`config.mk`:
```
export PLATFORM = sky130hd
export DESIGN_NAME = xt_hb_arbiter
export DESIGN_NICKNAME = d
export VERILOG_FILES = /design/src/rtl/xt_hb_arbiter_pkg.sv /design/src/rtl/xt_hb_rr_channel.sv /design/src/rtl/xt_hb_arbiter.sv
export SDC_FILE = /design/constraint.sdc
export NUM_CORES = 1
export LEC_CHECK = 0
export CORE_MARGIN = 2
export CORE_UTILIZATION = 50
export CTS_CLUSTER_SIZE = 24
export DETAILED_ROUTE_END_ITERATION = 6
export PLACE_DENSITY = 0.77
export SLEW_MARGIN = 20
export SYNTH_ARGS = -nofsm -noshare
export SYNTH_HDL_FRONTEND = slang
export SYNTH_SLANG_ARGS = --single-unit
```
`constraint.sdc`:
```
create_clock -name hb_clk -period 4.2 [get_ports hb_clk]
set_clock_uncertainty 0.15 [all_clocks]
set_input_delay 0.84 -clock hb_clk [delete_from_list [all_inputs] [get_ports hb_clk]]
set_output_delay 0.84 -clock hb_clk [all_outputs]
set_load 0.02 [all_outputs]
```
`src/rtl/xt_hb_arbiter_pkg.sv`:
```
// Shared types, constants and the round-robin pick helper for the XT_HB arbiter.
package XT_HB_Pkg;

  typedef enum logic {
    ARB_IDLE,
    ARB_BUSY
  } arb_state_e;

  localparam int HB_ARB_TIMEOUT = 1024;
  localparam int HB_MAX_MASTERS = 8;

  // Returns a one-hot vector selecting the first set bit of req at or after ptr,
  // wrapping modulo n. Vectors are sized for the largest legal master count and
  // bits at or above n are never selected.
  function automatic logic [7:0] rr_pick(input logic [7:0] req,
                                         input logic [2:0] ptr,
                                         input int unsigned n);
    logic [7:0]  grant;
    logic        found;
    int unsigned idx;
    grant = '0;
    found = 1'b0;
    for (int unsigned k = 0; k < 8; k++) begin
      idx = 32'(ptr) + k;
      if (idx >= n) idx = idx - n;
      if ((k < n) && !found && req[idx[2:0]]) begin
        grant[idx[2:0]] = 1'b1;
        found           = 1'b1;
      end
    end
    return grant;
  endfunction

endpackage

```
`src/rtl/xt_hb_rr_channel.sv`:
```
// One arbitration channel: round-robin pointer, IDLE/BUSY FSM, grant register
// and the per-transaction timeout counter. Instantiated once for reads and once
// for writes.
module xt_hb_rr_channel
  import XT_HB_Pkg::*;
#(
  parameter  int MASTER_NUM = 2,
  parameter  int TIMEOUT    = HB_ARB_TIMEOUT,
  localparam int IW         = (MASTER_NUM > 1) ? $clog2(MASTER_NUM) : 1
) (
  input  logic                  i_clk,
  input  logic                  i_rst,
  input  logic [MASTER_NUM-1:0] i_req,
  input  logic                  i_finish,
  output logic [MASTER_NUM-1:0] o_grant,
  output logic                  o_timeout,
  output logic [IW-1:0]         o_grantIdx
);

  // Counter is wide enough to hold TIMEOUT so it can saturate instead of wrapping.
  localparam int              CW        = $clog2(TIMEOUT + 2);
  localparam int              TO_LAST_I = (TIMEOUT == 0) ? 0 : TIMEOUT - 1;
  localparam logic [CW-1:0]   TO_LAST   = TO_LAST_I[CW-1:0];
  localparam logic [CW-1:0]   CNT_MAX   = {CW{1'b1}};

  arb_state_e            r_state;
  logic [MASTER_NUM-1:0] r_grant;
  logic [IW-1:0]         r_ptr;
  logic [CW-1:0]         r_cnt;

  logic [7:0]    w_reqExt;
  logic [7:0]    w_grantExt;
  logic [2:0]    w_ptrExt;
  logic [2:0]    w_nextPtrExt;
  logic [7:0]    w_pickIdle;
  logic [7:0]    w_pickBusy;
  logic [IW-1:0] w_grantIdx;
  logic [IW-1:0] w_nextPtr;
  logic          w_held;
  logic          w_timeout;
  logic          w_done;

  // Zero-extend to the helper's fixed width and decode the granted index.
  always_comb begin
    w_reqExt                    = '0;
    w_reqExt[MASTER_NUM-1:0]    = i_req;
    w_grantExt                  = '0;
    w_grantExt[MASTER_NUM-1:0]  = r_grant;
    w_ptrExt                    = '0;
    w_ptrExt[IW-1:0]            = r_ptr;
    w_grantIdx                  = '0;
    for (int i = 0; i < MASTER_NUM; i++) begin
      if (r_grant[i]) w_grantIdx = IW'(i);
    end
    w_nextPtr                   = (w_grantIdx == IW'(MASTER_NUM - 1)) ? '0 : w_grantIdx + 1'b1;
    w_nextPtrExt                = '0;
    w_nextPtrExt[IW-1:0]        = w_nextPtr;
  end

  // A transaction ends on finish, on the granted master dropping its request,
  // or on timeout; the finishing master is masked out of the immediate re-pick.
  always_comb begin
    w_held     = |(i_req & r_grant);
    w_timeout  = (r_state == ARB_BUSY) && (TIMEOUT != 0) && !i_rst && !i_finish &&
                 w_held && (r_cnt == TO_LAST);
    w_done     = i_finish || !w_held || w_timeout;
    w_pickIdle = rr_pick(w_reqExt, w_ptrExt, MASTER_NUM);
    w_pickBusy = rr_pick(w_reqExt & ~w_grantExt, w_nextPtrExt, MASTER_NUM);
  end

  // Channel FSM with registered grant, pointer and saturating timeout counter.
  always_ff @(posedge i_clk) begin
    if (i_rst) begin
      r_state <= ARB_IDLE;
      r_grant <= '0;
      r_ptr   <= '0;
      r_cnt   <= '0;
    end else begin
      case (r_state)
        ARB_IDLE: begin
          if (|w_pickIdle) begin
            r_grant <= w_pickIdle[MASTER_NUM-1:0];
            r_cnt   <= '0;
            r_state <= ARB_BUSY;
          end
        end
        ARB_BUSY: begin
          if (w_done) begin
            r_ptr <= w_nextPtr;
            r_cnt <= '0;
            if (|w_pickBusy) begin
              r_grant <= w_pickBusy[MASTER_NUM-1:0];
            end else begin
              r_grant <= '0;
              r_state <= ARB_IDLE;
            end
          end else if (r_cnt != CNT_MAX) begin
            r_cnt <= r_cnt + 1'b1;
          end
        end
        default: begin
          r_state <= ARB_IDLE;
          r_grant <= '0;
        end
      endcase
    end
  end

  assign o_grant    = r_grant;
  assign o_timeout  = w_timeout;
  assign o_grantIdx = w_grantIdx;

endmodule

```
`src/rtl/xt_hb_arbiter.sv`:
```
// XT_HB bus arbiter: independent round-robin read and write channels, per-master
// stall generation and timeout reporting.
module xt_hb_arbiter
  import XT_HB_Pkg::*;
#(
  parameter  int MASTER_NUM = 2,
  parameter  int TIMEOUT    = HB_ARB_TIMEOUT,
  localparam int IDW        = (MASTER_NUM > 1) ? $clog2(MASTER_NUM) : 1
) (
  input  logic                  hb_clk,
  input  logic                  rst_sync,
  input  logic [MASTER_NUM-1:0] m_read,
  input  logic [MASTER_NUM-1:0] m_write,
  input  logic                  read_finish,
  input  logic                  write_finish,
  output logic [MASTER_NUM-1:0] read_grant,
  output logic [MASTER_NUM-1:0] write_grant,
  output logic [MASTER_NUM-1:0] stall_req,
  output logic                  read_timeout,
  output logic                  write_timeout,
  output logic [IDW-1:0]        timeout_id
);

  logic [IDW-1:0] w_rdIdx;
  logic [IDW-1:0] w_wrIdx;
  logic           w_rdTo;
  logic           w_wrTo;
  logic [IDW-1:0] r_timeoutId;

  xt_hb_rr_channel #(
    .MASTER_NUM (MASTER_NUM),
    .TIMEOUT    (TIMEOUT)
  ) u_readChannel (
    .i_clk      (hb_clk),
    .i_rst      (rst_sync),
    .i_req      (m_read),
    .i_finish   (read_finish),
    .o_grant    (read_grant),
    .o_timeout  (w_rdTo),
    .o_grantIdx (w_rdIdx)
  );

  xt_hb_rr_channel #(
    .MASTER_NUM (MASTER_NUM),
    .TIMEOUT    (TIMEOUT)
  ) u_writeChannel (
    .i_clk      (hb_clk),
    .i_rst      (rst_sync),
    .i_req      (m_write),
    .i_finish   (write_finish),
    .o_grant    (write_grant),
    .o_timeout  (w_wrTo),
    .o_grantIdx (w_wrIdx)
  );

  // Remember the master of the latest timeout; read wins when both fire together.
  // With a single master both indices are always 0, so this stays tied to 0.
  always_ff @(posedge hb_clk) begin
    if (rst_sync) begin
      r_timeoutId <= '0;
    end else if (w_rdTo) begin
      r_timeoutId <= w_rdIdx;
    end else if (w_wrTo) begin
      r_timeoutId <= w_wrIdx;
    end
  end

  // The timeout index is visible in the pulse cycle itself and held afterwards.
  assign timeout_id    = w_rdTo ? w_rdIdx : (w_wrTo ? w_wrIdx : r_timeoutId);
  assign read_timeout  = w_rdTo;
  assign write_timeout = w_wrTo;

  // A requester stalls until its channel completes: on finish or on timeout release.
  assign stall_req =
      (m_read  & ~(read_grant  & {MASTER_NUM{read_finish  | w_rdTo}})) |
      (m_write & ~(write_grant & {MASTER_NUM{write_finish | w_wrTo}}));

endmodule

```
---- Yosys cells after proc, flatten, opt, wreduce, memory -nomap -nowiden ----
Cells that the tools add are included.
cells by class
  order comparisons ....................... 24
  mux-type cells .......................... 82
  bitwise logic cells ..................... 21
  $add $sub $neg .......................... 16
  equal/unequal tests ..................... 10
  reduce and logical (&&, ||, !) cells .... 45
operators by type and width
  operator                 number
  $ge A32 B2 Y1 const B    4
  $mux W11                 6
  $mux W8                  8
  $pmux W11 S2             2
  $lt A3 B4 Y1 const B     8
  $mux W1                  32
  $or A8 B8 Y8             4
  $reduce_or A8 Y1         4
  $bmux W1 S3              8
  $demux W1 S3             8
  $ge A3 B1 Y1 const B     8
  $mux W3                  8
  $add A11 B1 Y11 const B  2
  $eq A11 B10 Y1 const B   2
  $ne A11 B11 Y1 const B   2
  $logic_and A1 B1 Y1      20
  $and A2 B8 Y8            2
  $not A2 Y8               2
  $and A2 B2 Y2            6
  $mux W2                  6
  $reduce_and A2 Y1        6
  $sub A1 B2 Y3 const B    4
  $sub A3 B2 Y3 const B    4
  $logic_not A1 Y1         9
  other kinds (14)         33
word-level totals
  input bits .............................. 8
  bits in registers ....................... 31
  output and inout bits ................... 9

---- Longest topological paths before layout ----
  depth in word-level cells ............... 16
  mapped depth ............................ 7

---- Cells and area by module ----
Synthesis repeated with hierarchy kept, for this count alone.
unflattened totals
  cells, all modules ...................... 225
  area total of the unflattened synthesis .. 1,916.8 sq um
by module, submodules not included
  module                              area an instance (sq um)  times used  sequential area each (sq um)  cells an instance
  xt_hb_rr_channel at u_readChannel   963.4                     1           300.3                         112
  xt_hb_rr_channel at u_writeChannel  858.3                     1           300.3                         101
  xt_hb_arbiter                       95.1                      1           20.0                          12

---- Worst setup path after synthesis ----
No wires, ideal clock.
  path type ............................... input to output
  start ................................... input port rst_sync
  end ..................................... output port stall_req[0]
  buffers on the path ..................... 1
  data required time ...................... 3.210 ns
  setup slack ............................. 0.917 ns
  cell stages on the path ................. 7
  data arrival time ....................... 2.293 ns
  path through ............................ clkbuf_8 -> nand4bb_1 -> or4_4 -> or2_4 -> clkinv_4 -> o21ai_1 -> a22o_1
on the way
  word-level cells in the longest chain between the ends .. 10
RTL lines
  item                              line                    RTL
  start, declared                   xt_hb_arbiter.sv:11     input logic rst_sync,
  $logic_not A1 Y1                  xt_hb_rr_channel.sv:64  w_timeout = (r_state == ARB_BUSY) && (TIMEOUT != 0) && !i_rst && !i_finish &&
  $logic_and A1 B1 Y1 (3 in a row)  xt_hb_rr_channel.sv:64
  $logic_and A1 B1 Y1               xt_hb_rr_channel.sv:65  w_held && (r_cnt == TO_LAST);
  named net read_timeout            xt_hb_arbiter.sv:19     output logic read_timeout,
  $or A1 B1 Y1                      xt_hb_arbiter.sv:75     (m_read & ~(read_grant & {MASTER_NUM{read_finish | w_rdTo}})) |
  $and A2 B2 Y2                     xt_hb_arbiter.sv:75
  $not A2 Y2                        xt_hb_arbiter.sv:75
  $and A2 B2 Y2                     xt_hb_arbiter.sv:75
  $or A2 B2 Y2                      xt_hb_arbiter.sv:75
  end, declared                     xt_hb_arbiter.sv:18     output logic [MASTER_NUM-1:0] stall_req,
The timed path passes the listed nets, and every way through them passes these cells.

---- Final worst setup path ----
  start ................................... input port rst_sync
  end ..................................... output port stall_req[1]
on the way
  word-level cells in the longest chain between the ends .. 10
RTL lines
  item                              line
  $logic_not A1 Y1 (*)              xt_hb_rr_channel.sv:64
  $logic_and A1 B1 Y1 (3 in a row)  xt_hb_rr_channel.sv:64
  $logic_and A1 B1 Y1               xt_hb_rr_channel.sv:65
  $or A1 B1 Y1 (on tied branches)   xt_hb_arbiter.sv:75, xt_hb_arbiter.sv:76
  $and A2 B2 Y2 (on tied branches)  xt_hb_arbiter.sv:75, xt_hb_arbiter.sv:76
  $not A2 Y2 (on tied branches)     xt_hb_arbiter.sv:75, xt_hb_arbiter.sv:76
  $and A2 B2 Y2 (on tied branches)  xt_hb_arbiter.sv:75, xt_hb_arbiter.sv:76
  $or A2 B2 Y2 (*)                  xt_hb_arbiter.sv:75
Mark *: on every way between the ends. The rest lies on a longest branch, timed or not.

==> out/metrics.yaml <==
outcome:
  status: "completed"
sta:
  min_period_ps: 4080
  tns_ps: 0
  rsz0062_at_grt: "no"
  worst_pin_slew_ps: 564
  setup_viol: 0
  fin_crit_sh_pct: 97.2
  fin_hold_ws_ps: 351
  timing.final.ws_setup_ps: 118
  slew_headroom_pct: 62.1
  clock.fmax_ghz: 0.245
  finalMaxSlewViolations: 0
  hold_viol: 0
global_routing:
  use_met3_pct: 5.36
  grtUsageTotal_pct: 21.4
  antenna_found_initial: 0
  grt-ovfl-total: 0
  grt.busiest_layer: "met2"
  grt_max_degree: 27
  met1_usage_pct: 26.3
  grt_pass1_vias: 1533
  grt_pass1_wl_mm: 6.82
  grt.met2_usage_pct: 35.3
power:
  p_per_area_nw_per_um2: 286
  vdd_drop_max_mv: 0.152
  p_leak_nw: 0.752
floorplanning:
  core_area_um2: 3360
  die-area_um2: 4040
  chipHeight_um: 63.5
  chipWidth_um: 63.5
  rows: 21
  ioPinCount: 17
  start_util_pct: 52.7
cts:
  clk-insertion-delay-late_ps: 340
  root_buffer: "clkbuf_4"
  clockBufferDepth: 2
  cts_resized: 0
  cts_made_buffers: 5
  cts_sinks: 31
  ctsHoldBuffers: 0
  cts_tree: "done"
  postCtsSetupBuffers: 0
  clkTransAtPathRegs_ps: 90
  htreeDepth: 2
finish:
  diodes: 0
  fillCellCount: 323
  final_util_pct: 61.3
  drive_gt1_share_pct: 14.0
  fin_nets: 245
  fin_cells: 282
  area_growth_pct: 16.2
setup_path:
  crit_required_ps: 3210
  crit_path_end_kind: "primary output"
  rrSetupSlack_ps: 1960
  critPathLaunchType: "primary input"
  path_class: "primary input to primary output"
  arrival_ps: 3090
  rr_worst_depth: 6
  crit_fanout: 5
synth:
  synth_warnings: 0
  synthTopCellsByArea: "dfxtp_1 35%, nor2_1 4.4%, o21ai_0 4.0%"
  syn_inst: 213
  syn_nets: 223
  syn_area_per_cell_um2: 8.32
  synth_edf_count: 0
  seq_area_frac_synth_pct: 35.0
  syn_area_um2: 1770
  ys_ff_latch: 31
  synth_top_area_share_pct: 35.0
  synthArstFlopShare_pct: 0
  synthFlopType: "dfxtp_1"
  yosysTopAreaCell: "dfxtp_1"
  ys_types: 57
drt:
  drc: 0
  drt_iter0_drc: 115
  viasPerCell: 5.95
  final_antenna_net_count: 0
  wl_per_cell_um: 14.0
  routed_wl_mm: 3.95
  vias: 1678
  first_pass_iters: 4
placement:
  gp_congestion: 0.787
  place_ws_ps: 132
  port_buffers: 16
  hpwl_mm: 2.82
  dp.cells: 274
hold_path:
  hold_path.class: "flop to flop"
  whs_path_depth: 2
flow_run:
  maxCapViolCount: 0
[metrics by stage]
stage	instance area, um2	total power [W]
finish	2060	0.000590
global route	2060	0.000616
floorplan	1770	0.000363
detailed placement	1990	0.000392
global placement	1990	0.000391
CTS	2060	0.000596
[layout make-up]
class                      instances  area, um2  area share (%)
clock buffer                       8       68.8            3.34
tap                               46       57.6            2.79
multi-input combinational        167       1070            52.1
sequential                        31        621            30.1
inverter                           8       35.0            1.70
timing repair buffer              22        205            9.96
[synthesized netlist by cell type (2+ instances only)]
cell type	count
dfxtp_1	31
nor2_1	21
nand2_1	17
o21ai_0	14
a21oi_1	11
nor3_1	11
nand3_1	10
a211oi_1	7
inv_1	7
a31oi_1	6
and3_1	4
clkbuf_1	4
nand2b_1	4
nand4_1	4
a21o_1	3
a22o_1	3
a211o_1	2
a221o_1	2
a311oi_2	2
a32o_1	2
a41oi_1	2
and2_1	2
and3_2	2
buf_4	2
ha_1	2
mux2i_1	2
nand3_2	2
nor2b_1	2
nor4_1	2
o21a_1	2
o21ai_1	2
[registers in the layout, indices dropped and copies added, names as in the netlist]
signal                  count
r_timeoutId                 1
u_readChannel.r_cnt        11
u_writeChannel.r_state      1
u_readChannel.r_ptr         1
u_writeChannel.r_cnt       11
u_writeChannel.r_ptr        1
u_readChannel.r_state       1
u_writeChannel.o_grant      2
u_readChannel.o_grant       2
[kinds of logic after synthesis]
family | synth area share [%]
compound gates | 28.3
flops | 35.0
simple gates | 29.1
fa+ha+maj | 1.41
buf+inv | 4.45
mux | 1.76
[critical path, stage by stage]
cell and delay [ps]:
clkdlybuf4s50_1 430, nand4bb_1 200, or4_4 460, or2_4 280, clkinv_4 50, o21ai_1 50
a22o_1 240, clkdlybuf4s50_1 530
[layout by cell type (no fill, tap or decap), drive strengths merged, types with 4 or more instances in the layout]
master         synthesis  layout
nand2                 17      17
nand4                  4       4
nor2                  22      22
clkdlybuf4s50          0      16
clkbuf                 5       8
a211oi                 7       7
nand2b                 4       4
buf                    2       6
dfxtp                 31      31
nand3                 12      12
and3                   6       6
a21oi                 11      11
inv                    7       7
a22o                   4       4
nor3                  12      12
o21ai                 16      16
a31oi                  6       6
[power breakdown]
group	switching, W	internal (W)
registers	0.0000101	0.000301
logic	0.0000398	0.0000348
clock network	0.000105	0.0000984
[metal layers]
layer  share of wire (%)  vias up
met5                   0        -
met4                0.73        0
met3                 3.7        4
met2                  49       31
met1                  47      791
li1                    -      852
[path summary, 6_finish.rpt]
check	start	endpoint
worst max-delay path	rst_sync	stall_req[1]
worst min-delay path	u_writeChannel.r_cnt[1]	u_writeChannel.r_cnt[1]
worst max register to register	u_writeChannel.r_cnt[0]	u_writeChannel.r_cnt[5]
worst min register to register	u_writeChannel.r_cnt[1]	u_writeChannel.r_cnt[1]
(Power assumes the default switching activity.)
